`config.mk`:
```
export PLATFORM = sky130hd
export DESIGN_NAME = nbit_accum_cpu
export DESIGN_NICKNAME = d
export VERILOG_FILES = /design/src/rtl/nbit_accum_cpu.sv
export SDC_FILE = /design/constraint.sdc
export NUM_CORES = 1
export LEC_CHECK = 0
export ABC_AREA = 1
export CORE_ASPECT_RATIO = 0.7
export CORE_MARGIN = 5
export CORE_UTILIZATION = 34
export CTS_CLUSTER_DIAMETER = 40
export CTS_CLUSTER_SIZE = 10
export DETAILED_ROUTE_END_ITERATION = 10
export DONT_BUFFER_PORTS = 1
export PLACE_DENSITY = 0.48
export SLEW_MARGIN = 10
export SYNTH_ARGS = -nofsm -noshare
export SYNTH_HDL_FRONTEND = slang
export SYNTH_SLANG_ARGS = --single-unit
export TNS_END_PERCENT = 5
```
`constraint.sdc`:
```
create_clock -name clk -period 2.7 [get_ports clk]
set_input_delay 0.81 -clock clk [delete_from_list [all_inputs] [get_ports clk]]
set_output_delay 0.81 -clock clk [all_outputs]
set_load 0.1 [all_outputs]
```
`src/rtl/nbit_accum_cpu.sv`:
```
// Parametrised two-phase accumulator CPU: FETCH latches the program word, EXEC runs it.
// Define NBIT_ACCUM_CPU_BRANCH_EN to build the zero flag and the conditional JZ branch.
module nbit_accum_cpu #(
    parameter int unsigned DATA_W = 8,
    parameter int unsigned PC_W   = 4
) (
    input  logic              clk,
    input  logic              reset,
    output logic [PC_W-1:0]   pc,
    input  logic [DATA_W+2:0] instr,
    output logic [DATA_W-1:0] output_data,
    output logic              out_valid,
    output logic              halted
);

    typedef enum logic [1:0] {StFetch, StExec, StHalt} state_e;
    typedef enum logic [2:0] {
        OpNop, OpLdi, OpAdd, OpSub, OpOut, OpJmp, OpJz, OpHalt
    } opcode_e;

    state_e              state_q, state_d;
    logic [PC_W-1:0]     pc_q, pc_d;
    logic [DATA_W-1:0]   acc_q, acc_d;
    logic [DATA_W+2:0]   ir_q, ir_d;
    logic [DATA_W-1:0]   out_q, out_d;
    logic                out_valid_q, out_valid_d;

    opcode_e             op;
    logic [DATA_W-1:0]   imm;

    assign op  = opcode_e'(ir_q[DATA_W+2:DATA_W]);
    assign imm = ir_q[DATA_W-1:0];

`ifdef NBIT_ACCUM_CPU_BRANCH_EN
    logic zero_q, zero_d;
`endif

    always_comb begin
        state_d     = state_q;
        pc_d        = pc_q;
        acc_d       = acc_q;
        ir_d        = ir_q;
        out_d       = out_q;
        out_valid_d = 1'b0;
`ifdef NBIT_ACCUM_CPU_BRANCH_EN
        zero_d      = zero_q;
`endif
        unique case (state_q)
            StFetch: begin
                ir_d    = instr;
                state_d = StExec;
            end
            StExec: begin
                state_d = StFetch;
                pc_d    = pc_q + PC_W'(1);
                unique case (op)
                    OpNop: ;
                    OpLdi: acc_d = imm;
                    OpAdd: acc_d = acc_q + imm;
                    OpSub: acc_d = acc_q - imm;
                    OpOut: begin
                        out_d       = acc_q;
                        out_valid_d = 1'b1;
                    end
                    OpJmp: pc_d = imm[PC_W-1:0];
                    OpJz: begin
`ifdef NBIT_ACCUM_CPU_BRANCH_EN
                        if (zero_q) pc_d = imm[PC_W-1:0];
`endif
                    end
                    OpHalt: begin
                        state_d = StHalt;
                        pc_d    = pc_q;
                    end
                    default: ;
                endcase
`ifdef NBIT_ACCUM_CPU_BRANCH_EN
                // Flag tracks only the arithmetic/load results.
                if (op == OpLdi || op == OpAdd || op == OpSub) zero_d = (acc_d == '0);
`endif
            end
            StHalt: ;
            default: state_d = StFetch;
        endcase
    end

    always_ff @(posedge clk or negedge reset) begin
        if (!reset) begin
            state_q     <= StFetch;
            pc_q        <= '0;
            acc_q       <= '0;
            ir_q        <= '0;
            out_q       <= '0;
            out_valid_q <= 1'b0;
`ifdef NBIT_ACCUM_CPU_BRANCH_EN
            zero_q      <= 1'b1;
`endif
        end else begin
            state_q     <= state_d;
            pc_q        <= pc_d;
            acc_q       <= acc_d;
            ir_q        <= ir_d;
            out_q       <= out_d;
            out_valid_q <= out_valid_d;
`ifdef NBIT_ACCUM_CPU_BRANCH_EN
            zero_q      <= zero_d;
`endif
        end
    end

    assign pc          = pc_q;
    assign output_data = out_q;
    assign out_valid   = out_valid_q;
    assign halted      = (state_q == StHalt);

endmodule

```
Word-level counts from Yosys, hierarchy flattened

Cells that the tools add are included.

Add/subtract/negate cells: 3
Eq/ne operators: 8
Multiplexer cells: 6
Bitwise operators: 1
Reduce and logical (&&, ||, !) cells: 5

Operators by type and width:

| cell                  | number |
|---|---|
| $pmux W8 S3           | 1 |
| $eq A3 B3 Y1 const B  | 3 |
| $add A8 B8 Y8         | 1 |
| $pmux W4 S2           | 1 |
| $sub A8 B8 Y8         | 1 |
| $eq A3 B2 Y1 const B  | 2 |
| $pmux W2 S3           | 1 |
| $reduce_and A2 Y1     | 3 |
| $add A4 B1 Y4 const B | 1 |
| $eq A3 B1 Y1 const B  | 1 |
| $reduce_bool A3 Y1    | 1 |
| $eq A2 B1 Y1 const B  | 1 |
| $eq A2 B2 Y1 const B  | 1 |
| $logic_not A2 Y1      | 1 |
| $mux W1               | 2 |
| $mux W2               | 1 |
| $not A1 Y1            | 1 |

Bits in registers: 34
Bits of input ports: 13
Output and inout bits: 14
Logic and storage cells: 29

Longest topological paths before layout

Gate-level depths: netlist (run 1).

Depth in word-level cells: 3
Mapped depth: 17
Mapped depth without buffers: 17

Worst setup path before layout (run 1)

No wires, ideal clock.

Path kind: register to output
Start: register state_q[0]
End: output port halted
Arrival: 1.662 ns
Data required time: 1.890 ns
Setup slack: 0.228 ns
Stages on the path, launching flop included: 2
Path buffers: 0
Cells stage by stage: dfrtp_1 -> nor2_1

Longest elaborated chain between the ends: 1

Ends and longest elaborated chain:

| what                     | RTL line | RTL |
|---|---|---|
| start: declaration       | 21       | `state_e state_q, state_d;` |
| start signal: assignment | 89       | `state_q <= StFetch;` |
| start signal: assignment | 99       | `state_q <= state_d;` |
| $eq A2 B2 Y1             | 114      | `assign halted = (state_q == StHalt);` |
| end: declaration         | 13       | `output logic halted` |

Every way passes these cells.

Worst setup path in the final report (run 1)

Start: register ir_q[1]
End: register acc_q[7]

Longest elaborated chain between the ends: 2
Elaborated cells on any way between the ends: 3
Those cells by class: add/sub: 2; mux: 1

Ends and longest elaborated chain:

| what                                                  | RTL line | RTL |
|---|---|---|
| start: declaration                                    | 24       | `logic [DATA_W+2:0] ir_q, ir_d;` |
| start signal: assignment                              | 102      | `ir_q <= ir_d;` |
| $sub A8 B8 Y8 / $add A8 B8 Y8 (equally long branches) | 60, 59   |  |
| $pmux W8 S3 *                                         | 56       | `unique case (op)` |
| end signal: assignment                                | 91       | `acc_q <= '0;` |
| end signal: assignment                                | 101      | `acc_q <= acc_d;` |
| end: declaration                                      | 23       | `logic [DATA_W-1:0] acc_q, acc_d;` |

Mark *: on every way between the ends. The rest lies on a longest branch, timed or not.
A chain may end at the register's enable or synchronous reset.

==> results of run 1 <==
==> cells in the mapped netlist (2+ instances only) <==
library cell,instances
sky130_fd_sc_hd__inv_1,34
sky130_fd_sc_hd__o21ai_0,23
sky130_fd_sc_hd__o21ai_1,5
sky130_fd_sc_hd__mux2_2,2
sky130_fd_sc_hd__nand2_1,69
sky130_fd_sc_hd__nand4_1,2
sky130_fd_sc_hd__nand3_1,13
sky130_fd_sc_hd__xor2_1,9
sky130_fd_sc_hd__inv_2,2
sky130_fd_sc_hd__a21oi_1,13
sky130_fd_sc_hd__buf_2,2
sky130_fd_sc_hd__ha_1,9
sky130_fd_sc_hd__dfrtp_1,34
sky130_fd_sc_hd__nor2_1,9
sky130_fd_sc_hd__o211ai_1,2
sky130_fd_sc_hd__nor3_1,2
==> layer usage <==
metal | up-vias | share of wire, % | track usage [%]
met3 | 0 | 6.4 | 4.011
met4 | 0 | 0 | 3.636
met2 | 32 | 38 | 15.74
met5 | - | 0 | 0
li1 | 811 | - | -
met1 | 676 | 55 | 20.74
==> worst paths after layout <==
path	endpoint
max	acc_q[7]$_DFFE_PN0P_
min	pc[3]$_DFFE_PN0P_
max reg2reg	acc_q[7]$_DFFE_PN0P_
min reg2reg	output_data[1]$_DFFE_PN0P_
max in group asynchronous	acc_q[5]$_DFFE_PN0P_
min in group clk	output_data[1]$_DFFE_PN0P_
==> final cells by class <==
type | count | area [sq um]
multi-input combinational | 168 | 928.4
fill | 569 | 3137
sequential | 34 | 850.8
timing repair buffer | 16 | 120.1
clock buffer | 7 | 76.32
clock inverter | 1 | 30.03
tap | 72 | 90.09
inverter | 36 | 135.1
==> sequential cells by signal, indices dropped and copies added, names as in the netlist <==
name / cells
acc_q: 8
ir_q: 11
out_valid: 1
output_data: 8
pc: 4
state_q: 2
==> critical path: stages (launching register included) <==
cell and delay (ns):
sky130_fd_sc_hd__dfrtp_1 0.40, sky130_fd_sc_hd__inv_1 0.12, sky130_fd_sc_hd__ha_1 0.16, sky130_fd_sc_hd__inv_1 0.05, sky130_fd_sc_hd__nor3_1 0.14, sky130_fd_sc_hd__inv_1 0.09, sky130_fd_sc_hd__o31ai_2 0.22, sky130_fd_sc_hd__xor2_1 0.19
sky130_fd_sc_hd__ha_1 0.30, sky130_fd_sc_hd__nand2_1 0.11, sky130_fd_sc_hd__inv_1 0.04, sky130_fd_sc_hd__a21oi_1 0.13, sky130_fd_sc_hd__nand2_1 0.08, sky130_fd_sc_hd__nand3_1 0.07, sky130_fd_sc_hd__nand3_1 0.08, sky130_fd_sc_hd__nand2_1 0.07
sky130_fd_sc_hd__nand2_1 0.05
==> per-stage QoR <==
stage	utilization [%]	hold slack [ns]	setup slack, ns	instances	cell area (sq um)
6_report	41.56	0.2048	0.2805	334	2231
3_5_place_dp	39.49	0.4939	0.2265	326	2120
4_1_cts	41.47	0.1966	0.1776	334	2226
2_1_floorplan	-	0.4772	0.2280	241	1921
5_1_grt	41.56	0.1885	0.02018	334	2231
3_3_place_gp	39.49	0.4835	0.1561	326	2120
==> cell families (layout without fill, tap and decap cells) <==
logic type,after synthesis,count (layout),synth area share (%)
compound gates,45,45,12.25
flops,34,34,44.30
buf+inv,39,60,7.752
simple gates,101,101,23.06
xor+xnor,10,10,4.561
mux,2,2,1.173
fa+ha+maj,10,10,6.906
==> implementation parameters, run 1 <==
Parameter                              Value

Cells and area
  Synth-to-Final Area Change    16.16%
  Total number of nets in the final design    284
  Leading cell type in the layout, fill and taps excluded    sky130_fd_sc_hd__nand2_1
  Most frequent cells in the layout    sky130_fd_sc_hd__nand2_1 (69), sky130_fd_sc_hd__inv_1 (34), sky130_fd_sc_hd__dfrtp_1 (34)
  Ratio of cells with drive above 1 in the final layout    12.60%
  Count of inserted antenna diode cells    0

Detailed routing
  DRT Pass-1 Iters    5
  Via density    4.548
  Number of DRC violations after detailed-routing iteration 0    97
  DRC    0
  Per-cell routed wire length    12.89 microns
  Total wire length after detailed routing    4306 microns
  Via total after detailed routing    1519
  ANT nets after route    0

Worst setup path
  Category of the worst setup path capture point    flip-flop
  Worst EP arrival    2.60 ns
  Startpoint Class    flip-flop
  R2R setup slack    0.28 ns
  RR Startpoint    ir_q[1]$_DFFE_PN0P_
  Max Fanout on Critical Path    4
  Worst setup path category    flip-flop to flip-flop
  Worst setup startpoint    ir_q[1]$_DFFE_PN0P_
  Data required time at the worst endpoint    2.88 ns
  FF-to-FF path depth    16

Floorplan
  I/O pin total    27
  Die extent in y    72.88 microns
  Cell row count    22
  Area inside the core boundary    5368 sq um
  Die area    7276 sq um
  Starting density of the core    35.78%
  Horizontal extent of the die    99.83 microns

Placement
  Final weighted congestion in routability-driven placement    0.7898
  Final HPWL from detailed placement    3307 microns
  Port buffer count    0

GRT
  Total global routing track utilization    12.88%
  Global route overflow    0
  Via count of the first global-routing pass    1433
  Global-route wire length before repair    7231 microns
  Initial antenna violation count    0
  Maximum number of pins on one net before global-route repair    35

Clock network
  Clock transition at path regs    0.07 ns
  Number of buffers on the longest clock path    2
  Number of buffers added for setup after CTS    0
  Sink Count    34
  Library cell used as clock root buffer    sky130_fd_sc_hd__clkbuf_8
  Clock tree from TritonCTS    done
  Number of buffers inserted during clock tree synthesis    5
  Number of cells upsized or downsized after cts    0
  Worst-Skew Late Latency    0.29 ns
  Max H-tree Level    2
  Hold-fix buffers, CTS    0

Run status
  Run status    finished clean

Logic synthesis
  Post-synth cell types    27
  Cell area after synthesis    1921 sq um
  Number of warning messages in the yosys log    0
  Count of flip-flops with a built-in enable after synthesis    0
  Fraction of post-synthesis cell area in the top cell type by area    44.30%
  Share of flip-flops with an asynchronous set or reset    100.0%
  Main flop type after synthesis    sky130_fd_sc_hd__dfrtp_1
  Top post-synthesis cells by area    sky130_fd_sc_hd__dfrtp_1 (44%), sky130_fd_sc_hd__nand2_1 (13%), sky130_fd_sc_hd__inv_1 (6.6%)
  Post-synthesis area per instance    7.969 sq um
  Syn Nets    264
  Synthesis-stage register bit count    34
  Library cell occupying the most area in the post-synthesis netlist    sky130_fd_sc_hd__dfrtp_1
  Part of the Yosys area used for sequential elements    44.30%
  Number of cells produced by synthesis    241

STA
  Fin Clk Skew    0.008303 ns
  Final critical-path required period    2.419 ns
  Final hold violation count    0
  Max-slew headroom at the worst pin    73.75%
  Final setup violation count    0
  Actual slew at the worst max-slew pin    0.3925 ns
  Fin. max-slew vios    0
  RSZ-0062 raised after global routing    false
  Fmax    0.4133 GHz
  Setup total negative slack    0 ns
  Final critical-path share of the clock period    89.61%

Worst hold path
  Worst Hold Class    primary input to asynchronous set/reset pin

Job
  Number of violations of the max-capacitance limit    0
Power of run 1 is not shown: default switching activity piles up to over one toggle a cycle in this logic, so the estimate is an artifact.
==> run 2: changes to the inputs <==
GPL_TIMING_DRIVEN = 0   (was default)
==> run 2 against run 1 <==
  * Sequential share of layout area grew 1.9 points
  * Via count shrank 2.9%
  * Die area is the same
  * Maximum frequency shrank 0.57%
  * Clock skew shrank 0.0061 ns
  * First-iteration DRC count shrank 43%
  * Utilization shrank 2.0 points
  * Wire length grew 1.2%
  * Critical path type unchanged
==> implementation parameters, run 2 (synthesis gave the netlist of run 1 again) <==
Parameter                              Value

Run status
  Run status    finished clean

Floorplan
  Die extent in y    72.88 microns (unchanged)
  Horizontal extent of the die    99.83 microns (unchanged)
  Starting density of the core    35.78% (unchanged)
  Area inside the core boundary    5368 sq um (unchanged)
  Die area    7276 sq um (unchanged)
  I/O pin total    27 (unchanged)
  Cell row count    22 (unchanged)

Detailed routing
  Via density    4.581 (+0.72%)
  Number of DRC violations after detailed-routing iteration 0    55 (-43%)
  DRC    0 (unchanged)
  Via total after detailed routing    1475 (-2.9%)
  Total wire length after detailed routing    4357 microns (+1.2%)
  DRT Pass-1 Iters    4 (-1)
  Per-cell routed wire length    13.53 microns (+5.0%)
  ANT nets after route    0 (unchanged)

Worst setup path
  RR Startpoint    ir_q[10]$_DFFE_PN0P_
  Delay of the slowest critical-path stage    0.43 ns (+0.03 ns)
  Worst EP arrival    2.61 ns (about the same)
  Buf/Inv on CP    1 (-3)
  Data required time at the worst endpoint    2.87 ns (about the same)
  Setup crit end    acc_q[6]$_DFFE_PN0P_
  FF-to-FF path depth    12 (-4)
  Worst setup startpoint    ir_q[10]$_DFFE_PN0P_
  Worst setup path category    flip-flop to flip-flop
  Slowest library cell on the worst path    sky130_fd_sc_hd__dfrtp_1
  Crit path max-delay family    simple AND/OR/NAND/NOR gates
  R2R setup slack    0.27 ns (about the same)
  Levels on crit path    12 (-4)
  Category of the worst setup path capture point    flip-flop
  Ordered cell list for the critical path    inv_2 > nand3_2 > nand2_1 > o21ai_0 > xor2_1 > ha_1 > nand2_1 > or2_2 > nand4_1 > nand3_1 > nand2_1 > nand2_1
  Worst reg2reg endpoint    acc_q[6]$_DFFE_PN0P_
  Cell mode on critical path    sky130_fd_sc_hd__nand2_1
  Max Fanout on Critical Path    6 (+2)
  Startpoint Class    flip-flop

Placement
  Final weighted congestion in routability-driven placement    0.7846 (-0.66%)
  Post-placement setup slack    0.2331 ns (+0.006688 ns)
  Placement-stage cell area    2044 sq um (-3.5%)
  Port buffer count    0 (unchanged)
  Final HPWL from detailed placement    3330 microns (+0.70%)

Cells and area
  Total number of nets in the final design    273 (-3.9%)
  Number of flip-flops under the largest register name    11 (unchanged)
  Synth-to-Final Area Change    10.68%
  Count of inserted antenna diode cells    0 (unchanged)
  Leading cell type in the layout, fill and taps excluded    sky130_fd_sc_hd__nand2_1
  Fillers    573 (+0.70%)
  Final cell area excluding filler cells    2126 sq um (-4.7%)
  Most frequent cells in the layout    sky130_fd_sc_hd__nand2_1 (69), sky130_fd_sc_hd__inv_1 (34), sky130_fd_sc_hd__dfrtp_1 (34)
  Register ranked first by flip-flop count    ir_q
  Ratio of cells with drive above 1 in the final layout    7.600% (-5.0 points)
  Footprint of the multi-input gates    928.4 sq um (unchanged)
  Reg area    850.8 sq um (unchanged)

Clock network
  Worst-Skew Late Latency    0.28 ns (about the same)
  Library cell used as clock root buffer    sky130_fd_sc_hd__clkbuf_8
  Hold-fix buffers, CTS    0 (unchanged)
  Max H-tree Level    2 (unchanged)
  Sink Count    34 (unchanged)
  Number of buffers inserted during clock tree synthesis    5 (unchanged)
  Number of buffers added for setup after CTS    0 (unchanged)
  Number of cells upsized or downsized after cts    0 (unchanged)
  Number of buffers on the longest clock path    2 (unchanged)
  Clock tree from TritonCTS    done
  Clock transition at path regs    0.07 ns (about the same)

STA
  Max-slew headroom at the worst pin    33.14% (-41 points)
  RSZ-0062 raised after global routing    false
  Final critical-path required period    2.433 ns (+0.01381 ns)
  Fin. max-slew vios    0 (unchanged)
  Final setup violation count    0 (unchanged)
  Final hold violation count    0 (unchanged)
  Worst Setup Slack, final    0.2667 ns (-0.01381 ns)
  Final critical-path share of the clock period    90.12% (+0.51 points)
  Setup total negative slack    0 ns (unchanged)
  Actual slew at the worst max-slew pin    1.003 ns (+0.6104 ns)
  Fin Clk Skew    0.002253 ns (-0.006051 ns)
  Fmax    0.4110 GHz (-0.57%)

GRT
  Met1 Use GR    19.99% (-0.75 points)
  Global route overflow    0 (unchanged)
  Total global routing track utilization    13.31% (+0.43 points)
  Maximum number of pins on one net before global-route repair    35 (unchanged)
  Via count of the first global-routing pass    1558 (+8.7%)
  Initial antenna violation count    0 (unchanged)
  Met3 track utilization from global routing    4.202% (+0.19 points)
  Gr busiest metal    met1
  Met2 track demand over resource    18.33% (+2.6 points)
  Global-route wire length before repair    7562 microns (+4.6%)

Job
  Number of violations of the max-capacitance limit    0 (unchanged)

Worst hold path
  Worst Hold Class    primary input to asynchronous set/reset pin
## run 2: cell count changes in the layout (fill, tap and decap cells not counted)
cell | before | now
sky130_fd_sc_hd__buf_4 | 16 | 0
sky130_fd_sc_hd__buf_2 | 0 | 2
sky130_fd_sc_hd__buf_1 | 0 | 1
sky130_fd_sc_hd__buf_16 | 0 | 1
sky130_fd_sc_hd__bufinv_16 | 1 | 0
sky130_fd_sc_hd__clkbuf_1 | 2 | 3
## run 2: final cells by class
cell class              count  share of cell area [%]
plain buffers               3                  0.6474
clock buffers               7                   3.590
inverters                  36                   6.357
multi-input cells         168                   43.67
flip-flops and latches     34                   40.02
well taps                  72                   4.238
repair buffers              2                   1.471
## run 2: through the flow
step                utilization [%]  hold WS [ns]  std cells
finish                        39.60        0.2200        322
floorplan                         -        0.4772        241
global placement              37.46        0.5055        313
CTS                           39.51        0.2090        322
detailed placement            38.09        0.5043        315
global route                  39.60        0.1950        322
## run 2: worst min path at each step
stage / startpoint / to / slack, ns / cells past startpoint
after global routing: reset / ir_q[5]$_DFFE_PN0P_ / 0.19 / 0
after detailed placement: acc_q[5]$_DFFE_PN0P_ / acc_q[5]$_DFFE_PN0P_ / 0.50 / 2
after global placement: acc_q[5]$_DFFE_PN0P_ / output_data[5]$_DFFE_PN0P_ / 0.51 / 2
final: reset / pc[0]$_DFFE_PN0P_ / 0.22 / 0
after floorplan: acc_q[5]$_DFFE_PN0P_ / acc_q[5]$_DFFE_PN0P_ / 0.48 / 2
after CTS: reset / output_data[4]$_DFFE_PN0P_ / 0.21 / 0
## run 2: per-layer routing
layer	part of all wire, %	up-vias	wire length, microns
li1	-	791	-
met4	0.80	0	35
met5	0	-	0
met3	4.5	5	194
met1	57	654	2501
met2	37	25	1626
Power of run 2 is left out for the same reason.
==> run 3: changes to the inputs <==
PLACE_DENSITY = default   (was 0.48)
==> run 3 against run 2 <==
  * Hold slack worse by 0.0049 ns
  * Final cell count down 0.31%
  * Sequential cell count unchanged
  * Clock skew about the same
  * Worst setup slack better by 0.083 ns
  * Non-clock buffer count unchanged
  * Global-route usage down 0.35 points
  * Die area unchanged
  * Wire length down 1.9%
  * Via count up 3.2%
  * Utilization up 0.12 points
  * Sequential share of layout area down 0.12 points
==> implementation parameters, run 3 (synthesis gave the netlist of run 1 again) <==
Parameter                              Value

Clock network
  Worst-Skew Late Latency    0.28 ns (about the same)
  Clock transition at path regs    0.06 ns (about the same)
  Clock tree from TritonCTS    done
  Library cell used as clock root buffer    sky130_fd_sc_hd__clkbuf_8
  Max H-tree Level    2 (unchanged)
  Number of buffers inserted during clock tree synthesis    5 (unchanged)
  Hold-fix buffers, CTS    0 (unchanged)
  Number of buffers on the longest clock path    2 (unchanged)
  Sink Count    34 (unchanged)
  Number of buffers added for setup after CTS    0 (unchanged)
  Number of cells upsized or downsized after cts    0 (unchanged)

Detailed routing
  DRT Pass-1 Iters    4 (unchanged)
  Via density    4.741 (+3.5%)
  DRC    0 (unchanged)
  Number of DRC violations after detailed-routing iteration 0    35 (-36%)
  ANT nets after route    0 (unchanged)
  Total wire length after detailed routing    4273 microns (-1.9%)
  Via total after detailed routing    1522 (+3.2%)
  Per-cell routed wire length    13.31 microns (-1.6%)

STA
  RSZ-0062 raised after global routing    false
  Final hold violation count    0 (unchanged)
  Setup total negative slack    0 ns (unchanged)
  Fin. max-slew vios    0 (unchanged)
  Fmax    0.4254 GHz (+3.5%)
  Final setup violation count    0 (unchanged)
  Final critical-path required period    2.351 ns (-0.08265 ns)
  Max-slew headroom at the worst pin    34.10% (+0.95 points)
  Actual slew at the worst max-slew pin    0.9885 ns (-0.01431 ns)
  Final critical-path share of the clock period    87.06% (-3.1 points)
  Fin Clk Skew    0.002629 ns (+0.0003768 ns)

GRT
  Initial antenna violation count    0 (unchanged)
  Global route overflow    0 (unchanged)
  Via count of the first global-routing pass    1540 (-1.2%)
  Global-route wire length before repair    7279 microns (-3.7%)
  Maximum number of pins on one net before global-route repair    35 (unchanged)
  Total global routing track utilization    12.96% (-0.35 points)

Worst setup path
  RR Startpoint    ir_q[10]$_DFFE_PN0P_
  Startpoint Class    flip-flop
  Worst setup path category    flip-flop to flip-flop
  Data required time at the worst endpoint    2.88 ns (about the same)
  FF-to-FF path depth    12 (unchanged)
  Setup crit end    acc_q[6]$_DFFE_PN0P_
  R2R setup slack    0.35 ns (+0.08 ns)
  Category of the worst setup path capture point    flip-flop
  Max Fanout on Critical Path    6 (unchanged)
  Worst EP arrival    2.53 ns (-0.08 ns)
  Worst setup startpoint    ir_q[10]$_DFFE_PN0P_
  Worst reg2reg endpoint    acc_q[6]$_DFFE_PN0P_

Floorplan
  Die area    7276 sq um (unchanged)
  Die extent in y    72.88 microns (unchanged)
  Horizontal extent of the die    99.83 microns (unchanged)
  I/O pin total    27 (unchanged)
  Area inside the core boundary    5368 sq um (unchanged)
  Starting density of the core    35.78% (unchanged)
  Cell row count    22 (unchanged)

Worst hold path
  Worst Hold Class    primary input to asynchronous set/reset pin

Cells and area
  Total number of nets in the final design    273 (unchanged)
  Synth-to-Final Area Change    11.01%
  Count of inserted antenna diode cells    0 (unchanged)
  Footprint of the multi-input gates    928.4 sq um (unchanged)
  Reg area    850.8 sq um (unchanged)
  Ratio of cells with drive above 1 in the final layout    8.434% (+0.83 points)
  Most frequent cells in the layout    sky130_fd_sc_hd__nand2_1 (69), sky130_fd_sc_hd__dfrtp_1 (34), sky130_fd_sc_hd__inv_1 (33)
  Number of flip-flops under the largest register name    11 (unchanged)
  Fillers    546 (-4.7%)
  Leading cell type in the layout, fill and taps excluded    sky130_fd_sc_hd__nand2_1
  Register ranked first by flip-flop count    ir_q

Placement
  Final HPWL from detailed placement    3242 microns (-2.7%)
  Final weighted congestion in routability-driven placement    0.8767 (+12%)
  Port buffer count    0 (unchanged)

Job
  Number of violations of the max-capacitance limit    0 (unchanged)

Run status
  Run status    finished clean
==> run 3: worst min path at each step <==
stage                                     from                    endpoint
after global placement    acc_q[6]$_DFFE_PN0P_  output_data[6]$_DFFE_PN0P_
after global routing                     reset        acc_q[4]$_DFFE_PN0P_
after detailed placement  acc_q[6]$_DFFE_PN0P_        acc_q[6]$_DFFE_PN0P_
after CTS                                reset        acc_q[4]$_DFFE_PN0P_
after floorplan           acc_q[5]$_DFFE_PN0P_        acc_q[5]$_DFFE_PN0P_
final                                    reset  output_data[0]$_DFFE_PN0P_
==> run 3: area by class of cell <==
| type | count | area share, % |
|---|---|---|
| multi-input cells | 168 | 43.54 |
| flip-flops and latches | 34 | 39.91 |
| inverters | 36 | 6.338 |
| well taps | 72 | 4.225 |
| clock buffers | 6 | 3.873 |
| repair buffers | 2 | 1.467 |
| plain buffers | 3 | 0.6455 |
==> run 3: worst max-delay path, cell delays in order, from the launching register on <==
cell and delay [ns]:
sky130_fd_sc_hd__dfrtp_1 0.42, sky130_fd_sc_hd__inv_2 0.14, sky130_fd_sc_hd__nand3_2 0.16, sky130_fd_sc_hd__nand2_1 0.19, sky130_fd_sc_hd__o21ai_0 0.13, sky130_fd_sc_hd__xor2_1 0.18, sky130_fd_sc_hd__ha_1 0.37, sky130_fd_sc_hd__nand2_1 0.08
sky130_fd_sc_hd__or2_2 0.31, sky130_fd_sc_hd__nand4_1 0.07, sky130_fd_sc_hd__nand3_1 0.08, sky130_fd_sc_hd__nand2_1 0.07, sky130_fd_sc_hd__nand2_1 0.04
==> run 3: metrics by stage <==
step / area (sq um) / instances / setup WS, ns / util (%) / hold slack [ns]
floorplan: 1921 / 241 / 0.2280 / - / 0.4772
global placement: 2011 / 313 / 0.1802 / 37.46 / 0.4957
detailed placement: 2044 / 315 / 0.2878 / 38.09 / 0.4997
CTS: 2127 / 321 / 0.2708 / 39.63 / 0.2044
global route: 2132 / 321 / 0.004167 / 39.72 / 0.1962
finish: 2132 / 321 / 0.3494 / 39.72 / 0.2151
==> run 3: per-layer routing <==
metal | track usage, % | up-vias | share of wire (%)
met3 | 4.107 | 10 | 4.2
met5 | 0 | - | 0
li1 | - | 793 | -
met4 | 3.788 | 0 | 1.9
met1 | 18.97 | 691 | 55
met2 | 18.11 | 28 | 38
Power of run 3 is left out for the same reason.
